[src/rtl/dbc_counter.sv]
// -----------------------------------------------------------------------------
// dbc_counter -- 4-bit enabled modulo counter feeding a seven-segment decoder.
//
// Counts 0..MAX_VAL (or MAX_VAL..0 when DIR_DOWN=1), advancing once every
// PRESCALE enabled clocks. dbc_tc flags the step that wraps the count so
// stages can be cascaded (next stage's dbc_en <= this stage's dbc_tc).
//
// Parameters
//   MAX_VAL   highest count value, 1..15
//   DIR_DOWN  0 = count up, 1 = count down
//   PRESCALE  enabled clocks per count step, 1..65536
//
// Ports
//   dbc_clk  in   system clock, rising edge
//   dbc_rst  in   asynchronous active-high reset
//   dbc_en   in   count enable, sampled on dbc_clk
//   dbc_q    out  [3:0] registered count value
//   dbc_tc   out  terminal-count strobe (combinational)
// -----------------------------------------------------------------------------
module dbc_counter #(
    parameter int MAX_VAL  = 15,
    parameter bit DIR_DOWN = 1'b0,
    parameter int PRESCALE = 1
) (
    input  logic       dbc_clk,
    input  logic       dbc_rst,
    input  logic       dbc_en,
    output logic [3:0] dbc_q,
    output logic       dbc_tc
);

    localparam logic [3:0]  MAX_Q    = 4'(MAX_VAL);
    localparam logic [15:0] PRE_LAST = 16'(PRESCALE - 1);
    // Count value at which the next step wraps.
    localparam logic [3:0]  TC_Q     = DIR_DOWN ? 4'd0 : MAX_Q;

    logic [15:0] pre;
    logic        step;
    logic [3:0]  q_nxt;

    assign step = dbc_en & (pre == PRE_LAST);

    // Prescaler holds (does not clear) while disabled, so partial progress
    // toward the next step survives an enable gap.
    always_ff @(posedge dbc_clk or posedge dbc_rst) begin
        if (dbc_rst)
            pre <= 16'd0;
        else if (dbc_en)
            pre <= step ? 16'd0 : pre + 16'd1;
    end

    // Out-of-range values (q > MAX_VAL, only reachable through corruption)
    // fold into the wrap case so the counter self-recovers on the next step.
    always_comb begin
        q_nxt = dbc_q;
        if (DIR_DOWN) begin
            if (dbc_q == 4'd0 || dbc_q > MAX_Q)
                q_nxt = MAX_Q;
            else
                q_nxt = dbc_q - 4'd1;
        end else begin
            if (dbc_q >= MAX_Q)
                q_nxt = 4'd0;
            else
                q_nxt = dbc_q + 4'd1;
        end
    end

    always_ff @(posedge dbc_clk or posedge dbc_rst) begin
        if (dbc_rst)
            dbc_q <= 4'd0;
        else if (step)
            dbc_q <= q_nxt;
    end

    // Gated by reset: in down mode q=0 during reset would otherwise look
    // like a terminal count whenever dbc_en is high.
    assign dbc_tc = ~dbc_rst & step & (dbc_q == TC_Q);

endmodule

[config.mk]
export PLATFORM = sky130hd
export DESIGN_NAME = dbc_counter
export DESIGN_NICKNAME = d
export VERILOG_FILES = /design/src/rtl/dbc_counter.sv
export SDC_FILE = /design/constraint.sdc
export NUM_CORES = 1
export LEC_CHECK = 0
export ABC_AREA = 1
export ABC_CLOCK_PERIOD_IN_PS = 2160
export CORE_MARGIN = 1
export CORE_UTILIZATION = 55
export CTS_BUF_LIST = sky130_fd_sc_hd__clkbuf_16
export CTS_CLUSTER_DIAMETER = 150
export DETAILED_ROUTE_END_ITERATION = 7
export GPL_TIMING_DRIVEN = 0
export PLACE_DENSITY = 0.78
export SLEW_MARGIN = 5
export SYNTH_ARGS = -nofsm -noshare
export SYNTH_HDL_FRONTEND = slang
export SYNTH_SLANG_ARGS = --single-unit
export TNS_END_PERCENT = 50
[constraint.sdc]
create_clock -name dbc_clk -period 2.16 [get_ports dbc_clk]
set_input_delay 0.432 -clock dbc_clk [delete_from_list [all_inputs] [get_ports dbc_clk]]
set_output_delay 0.432 -clock dbc_clk [all_outputs]
set_load 0.01 [all_outputs]
==> tab_implementation.tex, run 1 <==
\begin{tabular}{lr}
\hline
Metric & Value \\
\hline
\multicolumn{2}{l}{\textbf{Status}} \\
\quad Outcome & complete, no violations \\
\multicolumn{2}{l}{\textbf{STA}} \\
\quad Hold Violations, Final & 0 \\
\quad Count of pins over their slew limit & 0 \\
\quad Slew headroom & a little under half \\
\quad Slew of the pin with the lowest slew margin & between 700 and 800 ps \\
\quad Final Hold Slack & 524 ps \\
\quad Final setup fails & 0 \\
\quad Period utilization & 93.8\% \\
\quad Fmax & $\sim$0.49 GHz \\
\quad Unrepaired setup endpoints after global routing & no \\
\quad Final min period & 2030 ps \\
\quad Slack of the critical path & 135 ps \\
\quad Post-route setup TNS & 0 ps \\
\quad Worst-case clock skew & between 1 and 1.5 ps \\
\multicolumn{2}{l}{\textbf{Clock network}} \\
\quad Clk\_lat worst skew & approximately 250 ps \\
\quad Clock edge transition at the registers on the reported setup and hold paths & about 60 ps \\
\quad Total CTS buffers & 3 \\
\quad Clock tree from TritonCTS & done \\
\quad Maximum clock insertion buffer count & 2 \\
\quad Maximum level of the CTS H-tree & 1 \\
\quad CTS Sinks & 20 \\
\quad CTS root buffer & sky130\_fd\_sc\_hd\_\_clkbuf\_16 \\
\multicolumn{2}{l}{\textbf{Flow run}} \\
\quad Max\_cap viols & 0 \\
\multicolumn{2}{l}{\textbf{Pwr}} \\
\quad Total power of the final layout & around 1.1 mW \\
\quad Ratio of total power to cell area & approximately 730 mW/mm\^{}2 \\
\quad Worst VDD drop & between 0.5 and 0.6 mV \\
\quad Cell leakage power & 0.756 nW \\
\multicolumn{2}{l}{\textbf{Worst setup path}} \\
\quad Crit path cell chain & nor2\_1, nand3\_1, nor2\_1, nand2\_2, nor3\_1, clkbuf\_2 \\
\quad Worst EP arrival & around 1600 ps \\
\quad Critical path start-end classification & flip-flop to output port \\
\quad Crit path max fanout & 6 \\
\quad Length in cells of the worst reg-to-reg path & 6 \\
\quad Critical path endpoint category & output port \\
\quad Required @ worst endpoint & between 1500 and 2000 ps \\
\quad Kind of start point of the critical path & flip-flop \\
\quad Cell type of the slowest stage on the worst timing path & sky130\_fd\_sc\_hd\_\_dfrtp\_1 \\
\quad Max stage delay on crit path & around 480 ps \\
\quad Most frequent CP cell & sky130\_fd\_sc\_hd\_\_nor2\_1 \\
\multicolumn{2}{l}{\textbf{Placed design}} \\
\quad Number of placed instances with taps included & 212 \\
\quad Worst setup timing slack at the placement stage & -392 ps \\
\quad RePlAce Congestion & 0.946 \\
\quad Estimated wirelength of the detail-placed design & just over 2000 um \\
\quad Cell area after placement & 0.00139 mm\^{}2 \\
\quad Count of port buffers added during placement & 7 \\
\multicolumn{2}{l}{\textbf{Synthesis}} \\
\quad Number of distinct library cells after synthesis & 23 \\
\quad Mapped Area & around 0.0013 mm\^{}2 \\
\quad Synthesized net count & 183 \\
\quad Register area share after synthesis & between 30 and 40\% \\
\quad Average cell area after synthesis & about 7.3 um\^{}2 \\
\quad Cell count after synthesis & about 180 \\
\quad Yosys warning count & 0 \\
\quad Synth Register Bits & 20 \\
\multicolumn{2}{l}{\textbf{Final layout}} \\
\quad Finished Layout Cells & 216 \\
\quad Most common library cell in the layout ignoring fill and taps & sky130\_fd\_sc\_hd\_\_nand2\_1 \\
\quad Relative area change from synthesis to final layout & 14.7\% \\
\quad Fraction of layout instances using a drive strength above 1 & roughly an eighth \\
\quad Inserted Diodes & 0 \\
\quad Commonest cells after routing, fill and taps aside & 49 x sky130\_fd\_sc\_hd\_\_nand2\_1, 28 x sky130\_fd\_sc\_hd\_\_nor2\_1, 21 x sky130\_fd\_sc\_hd\_\_inv\_1 \\
\quad Final layout net count & 196 \\
\quad Share of the core filled with cells & about 67\% \\
\quad Cell area after layout & around 0.0015 mm\^{}2 \\
\multicolumn{2}{l}{\textbf{Worst hold path}} \\
\quad Min-Delay Path Depth & 1 \\
\quad Hold WC Path Type & flip-flop to flip-flop \\
\multicolumn{2}{l}{\textbf{Die}} \\
\quad Die outline height & 50.3 um \\
\quad Die Area & $\sim$0.0025 mm\^{}2 \\
\quad Number of cell rows & 17 \\
\quad \# IOs & 8 \\
\quad DIE WIDTH & approximately 50 um \\
\quad Area of the core & 0.00221 mm\^{}2 \\
\quad Initial core utilization & roughly three fifths \\
\multicolumn{2}{l}{\textbf{Routing}} \\
\quad Routed wire length per instance & roughly 13 um \\
\quad Detailed router's first-iteration violation count & 32 \\
\quad Remaining number of nets flagged by the antenna check after routing & 0 \\
\quad Post-DR vias/cell & just over 5 \\
\quad Length of the first detailed-routing pass in iterations & 4 \\
\quad Total length of routed wires & about 2800 um \\
\quad Vias after detailed routing & approximately 1.1k \\
\quad Remaining routing DRC violations & 0 \\
\multicolumn{2}{l}{\textbf{GRT}} \\
\quad Vias in the first global route & about 1.0k \\
\quad Maximum number of pins on one net before global-route repair & 21 \\
\quad Global-route wire length before repair & between 4000 and 5000 um \\
\quad Number of antenna violations at the first check in global routing & 0 \\
\quad Overflow left after global routing & 0 \\
\quad Global routing usage summed across all routing layers & about a quarter \\
\hline
\end{tabular}
worst paths after layout:
| kind | from | endpoint | slack (ps) |
|---|---|---|---|
| max | pre[3] | dbc_tc | 130 |
| min in group asynchronous | dbc_rst | dbc_q[1] | 660 |
| min | pre[13] | pre[13] | 520 |
| min reg2reg | pre[13] | pre[13] | 520 |
| max reg2reg | pre[0] | pre[8] | 740 |
| max in group asynchronous | dbc_rst | dbc_q[0] | 1010 |
cell type report:
| type | instances | area [um^2] |
|---|---|---|
| Timing Repair Buffer | 8 | 71.3 |
| Inverter | 24 | 90.1 |
| Clock buffer | 3 | 75.1 |
| Tap cell | 28 | 35.0 |
| Multi-Input combinational cell | 131 | 692 |
| Sequential cell | 20 | 500 |
| Fill cell | 197 | 738 |
| Buffer | 2 | 10.0 |
flip-flops by register name, indices dropped and copies added, names as in the netlist:
signal	flops
pre	16
dbc_q	4
logic make-up after synthesis:
logic type	after synthesis	share of synthesized area (%)
xor gates and xnor gates	5	3.41
buffers and inverters	26	7.79
adders and majority gates	3	2.92
DFF	20	38.9
and+or+nand+nor	115	43.0
AOI/OAI and AO/OA	8	3.89
synth_stat cells:
cell type	n	area, um^2
sky130_fd_sc_hd__buf_2	2	10.0
sky130_fd_sc_hd__nand2_4	4	45.0
sky130_fd_sc_hd__inv_2	1	3.75
sky130_fd_sc_hd__nand4_1	6	37.5
sky130_fd_sc_hd__o21ai_0	2	10.0
sky130_fd_sc_hd__dfrtp_1	20	500
sky130_fd_sc_hd__nor2_4	3	33.8
sky130_fd_sc_hd__nor2_8	1	20.0
sky130_fd_sc_hd__o21bai_1	2	15.0
sky130_fd_sc_hd__nor3_1	2	10.0
sky130_fd_sc_hd__nor3_2	1	10.0
sky130_fd_sc_hd__nand3_2	1	10.0
sky130_fd_sc_hd__nand2_2	1	6.26
sky130_fd_sc_hd__xor2_1	5	43.8
sky130_fd_sc_hd__a21boi_0	1	7.51
sky130_fd_sc_hd__a211oi_1	1	7.51
sky130_fd_sc_hd__nand3_1	16	80.1
sky130_fd_sc_hd__inv_1	22	82.6
sky130_fd_sc_hd__ha_1	3	37.5
sky130_fd_sc_hd__clkinv_1	1	3.75
sky130_fd_sc_hd__nor2_1	30	113
sky130_fd_sc_hd__o21ai_1	2	10.0
sky130_fd_sc_hd__nand2_1	50	188
critical path: cells and delay by family (launching register included):
family | cells | cell delay [ps]
buffers and inverters | 1 | 160
AND/OR/NAND/NOR | 5 | 710
flip-flops | 1 | 480
metal layers:
metal | part of all wire [%] | track usage [%] | wire (um)
met1 | 46 | 33.3 | 1260
met2 | 48 | 39.1 | 1320
met3 | 4.7 | 3.64 | 129
met4 | 1.5 | 10.6 | 41
met5 | 0 | 0 | 0
power breakdown:
group          switching, mW  leakage, nW  internal [mW]  total, mW
Combinational          0.138        0.470         0.0797      0.218
Sequential            0.0620        0.249          0.416      0.478
Clock                  0.134       0.0370          0.244      0.378
timing repair:
item	CTS	global route
setup buffers	1	0
cloned	0	0
endpoints found under the setup margin	1	1
resized for setup	5	3
hold buffers	0	0
Note: power is estimated with default switching activity, not from simulation.
==> run 2: changes to the inputs <==
ABC_CLOCK_PERIOD_IN_PS = 2029   (was 2160)
CORE_MARGIN = 3   (was 1)
clock period = 2.03 ns   (was 2.16 ns; I/O delays follow)
==> run 2 against run 1 <==
  * Count of clock-buffer cells in the layout unchanged
  * Clock skew about the same
  * Global-route usage decreased by 1.8 points
  * Worst setup slack got worse by 50 ps
  * Non-clock buffer count increased by 6
  * Cell count increased by 2.3%
  * Sequential share of layout area decreased by 1.1 points
  * Core utilization increased by 6.8 points
  * Critical path depth increased by 1
  * Combinational power increased by 15%
  * Total power increased by 8.2%
==> tab_implementation.tex, run 2 (synthesis results as in run 1) <==
\begin{tabular}{lr}
\hline
Metric & Value \\
\hline
\multicolumn{2}{l}{\textbf{Clock network}} \\
\quad CTS root buffer & sky130\_fd\_sc\_hd\_\_clkbuf\_16 \\
\quad CTS Sinks & 20 \\
\quad Clk\_lat worst skew & about 250 ps \\
\quad Total CTS buffers & 3 \\
\quad Maximum clock insertion buffer count & 2 \\
\quad Clock tree from TritonCTS & done \\
\quad Clock edge transition at the registers on the reported setup and hold paths & 60 ps \\
\quad Maximum level of the CTS H-tree & 1 \\
\multicolumn{2}{l}{\textbf{Die}} \\
\quad Initial core utilization & about three fifths \\
\quad Die Area & between 0.002 and 0.003 mm\^{}2 \\
\quad Number of cell rows & 16 \\
\quad Die outline height & 54.3 um \\
\quad \# IOs & 8 \\
\quad Area of the core & 0.00208 mm\^{}2 \\
\quad DIE WIDTH & between 50 and 60 um \\
\multicolumn{2}{l}{\textbf{Final layout}} \\
\quad Final layout net count & between 200 and 250 \\
\quad Inserted Diodes & 0 \\
\quad Max FFs per register & 16 \\
\quad Multi-input combinational cell area & 702 um\^{}2 \\
\quad Commonest cells after routing, fill and taps aside & 49 x sky130\_fd\_sc\_hd\_\_nand2\_1, 26 x sky130\_fd\_sc\_hd\_\_nor2\_1, 21 x sky130\_fd\_sc\_hd\_\_inv\_1 \\
\quad Sequential cell area & roughly 500 um\^{}2 \\
\quad Final-layout fill cell count & 159 \\
\quad Register containing the most flip-flops in the final layout & pre \\
\quad Finished Layout Cells & about 220 \\
\quad Share of the core filled with cells & 73.4\% \\
\quad Fraction of layout instances using a drive strength above 1 & 17.0\% \\
\quad Cell area after layout & 0.00153 mm\^{}2 \\
\quad Relative area change from synthesis to final layout & 19.0\% \\
\quad Top flop regs & pre: 16 flops, dbc\_q: 4 flops \\
\quad Most common library cell in the layout ignoring fill and taps & sky130\_fd\_sc\_hd\_\_nand2\_1 \\
\multicolumn{2}{l}{\textbf{Placed design}} \\
\quad Estimated wirelength of the detail-placed design & roughly 2200 um \\
\quad Count of port buffers added during placement & 7 \\
\quad Cell area after placement & around 0.0014 mm\^{}2 \\
\quad Number of placed instances with taps included & roughly 210 \\
\quad RePlAce Congestion & around 0.86 \\
\quad Worst setup timing slack at the placement stage & -560 ps \\
\multicolumn{2}{l}{\textbf{Routing}} \\
\quad Post-DR vias/cell & 5.37 \\
\quad Routed wire length per instance & around 14 um \\
\quad Detailed router's first-iteration violation count & between 40 and 50 \\
\quad Total length of routed wires & between 3000 and 4000 um \\
\quad Remaining number of nets flagged by the antenna check after routing & 0 \\
\quad Length of the first detailed-routing pass in iterations & 4 \\
\quad Remaining routing DRC violations & 0 \\
\quad Vias after detailed routing & 1,187 \\
\multicolumn{2}{l}{\textbf{GRT}} \\
\quad Global routing usage summed across all routing layers & between 20 and 25\% \\
\quad Vias in the first global route & 1,094 \\
\quad Maximum number of pins on one net before global-route repair & 21 \\
\quad Number of antenna violations at the first check in global routing & 0 \\
\quad Global-route wire length before repair & 4820 um \\
\quad Overflow left after global routing & 0 \\
\multicolumn{2}{l}{\textbf{STA}} \\
\quad Slack of the critical path & 85.1 ps \\
\quad Fmax & 0.514 GHz \\
\quad Count of pins over their slew limit & 0 \\
\quad Hold Violations, Final & 0 \\
\quad Final min period & between 1500 and 2000 ps \\
\quad Post-route setup TNS & 0 ps \\
\quad Final Hold Slack & around 530 ps \\
\quad Slew of the pin with the lowest slew margin & 774 ps \\
\quad Final setup fails & 0 \\
\quad Worst-case clock skew & between 1.5 and 2 ps \\
\quad Period utilization & between 90\% and 100\% \\
\quad Slew headroom & about half \\
\multicolumn{2}{l}{\textbf{Worst setup path}} \\
\quad Kind of start point of the critical path & flip-flop \\
\quad Required @ worst endpoint & 1620 ps \\
\quad Critical path endpoint category & output port \\
\quad Worst EP arrival & between 1500 and 2000 ps \\
\quad Critical path start-end classification & flip-flop to output port \\
\quad Crit path max fanout & 4 \\
\multicolumn{2}{l}{\textbf{Pwr}} \\
\quad Total power of the final layout & about 1.2 mW \\
\quad Cell leakage power & 0.784 nW \\
\quad Worst VDD drop & 0.556 mV \\
\quad Ratio of total power to cell area & between 700 and 800 mW/mm\^{}2 \\
\multicolumn{2}{l}{\textbf{Flow run}} \\
\quad Max\_cap viols & 0 \\
\multicolumn{2}{l}{\textbf{Worst hold path}} \\
\quad Hold WC Path Type & flip-flop to flip-flop \\
\multicolumn{2}{l}{\textbf{Status}} \\
\quad Outcome & complete, no violations \\
\hline
\end{tabular}
[run 2: cell types whose count changed in the layout (fill, tap and decap cells not counted), sizes merged]
cell    delta
buf        +7
clkbuf     -1
[run 2: worst max-delay path, cell delays in order (launching register included)]
cell	delay, ps
sky130_fd_sc_hd__dfrtp_1	380
sky130_fd_sc_hd__inv_2	80
sky130_fd_sc_hd__ha_1	170
sky130_fd_sc_hd__nand3_1	100
sky130_fd_sc_hd__nor2_2	160
sky130_fd_sc_hd__nand2_2	110
sky130_fd_sc_hd__nor3_2	130
sky130_fd_sc_hd__buf_2	160
[run 2: power by group]
group	total (mW)	switching [mW]	internal, mW
clock	0.404	0.145	0.260
sequential	0.507	0.0630	0.444
combinational	0.250	0.154	0.0964
[run 2: worst paths after layout]
| check | end | cells past startpoint | from | slack, ps |
|---|---|---|---|---|
| min in group asynchronous | pre[7] | 2 | dbc_rst | 680 |
| worst max register to register | pre[8] | 6 | pre[0] | 570 |
| worst min register to register | pre[13] | 1 | pre[13] | 530 |
| max in group asynchronous | pre[3] | 2 | dbc_rst | 820 |
| worst max-delay path | dbc_tc | 7 | pre[0] | 90 |
| worst min-delay path | pre[13] | 1 | pre[13] | 530 |
[run 2: area by class of cell]
type | count | share of cell area, %
sequential | 20 | 32.8
buffer | 2 | 0.655
tap | 27 | 2.21
timing repair buffer | 14 | 7.61
clock buffer | 3 | 4.91
inverter | 24 | 5.89
multi-input combinational | 131 | 45.9
[run 2: what timing repair did]
item,CTS,global route
pin swaps,1,2
gates resized for setup,11,2
endpoints found under the setup margin,1,1
endpoints found under the hold margin,0,0
buffers inserted,2,5
hold buffers,0,0
[run 2: per-layer routing]
metal | GRT usage, % | vias to the layer above | routed length, um
met5 | 0 | - | 0
met1 | 28.6 | 550 | 1280
met4 | 9.54 | 0 | 70
met3 | 3.54 | 11 | 142
li1 | - | 589 | -
met2 | 38.8 | 37 | 1570
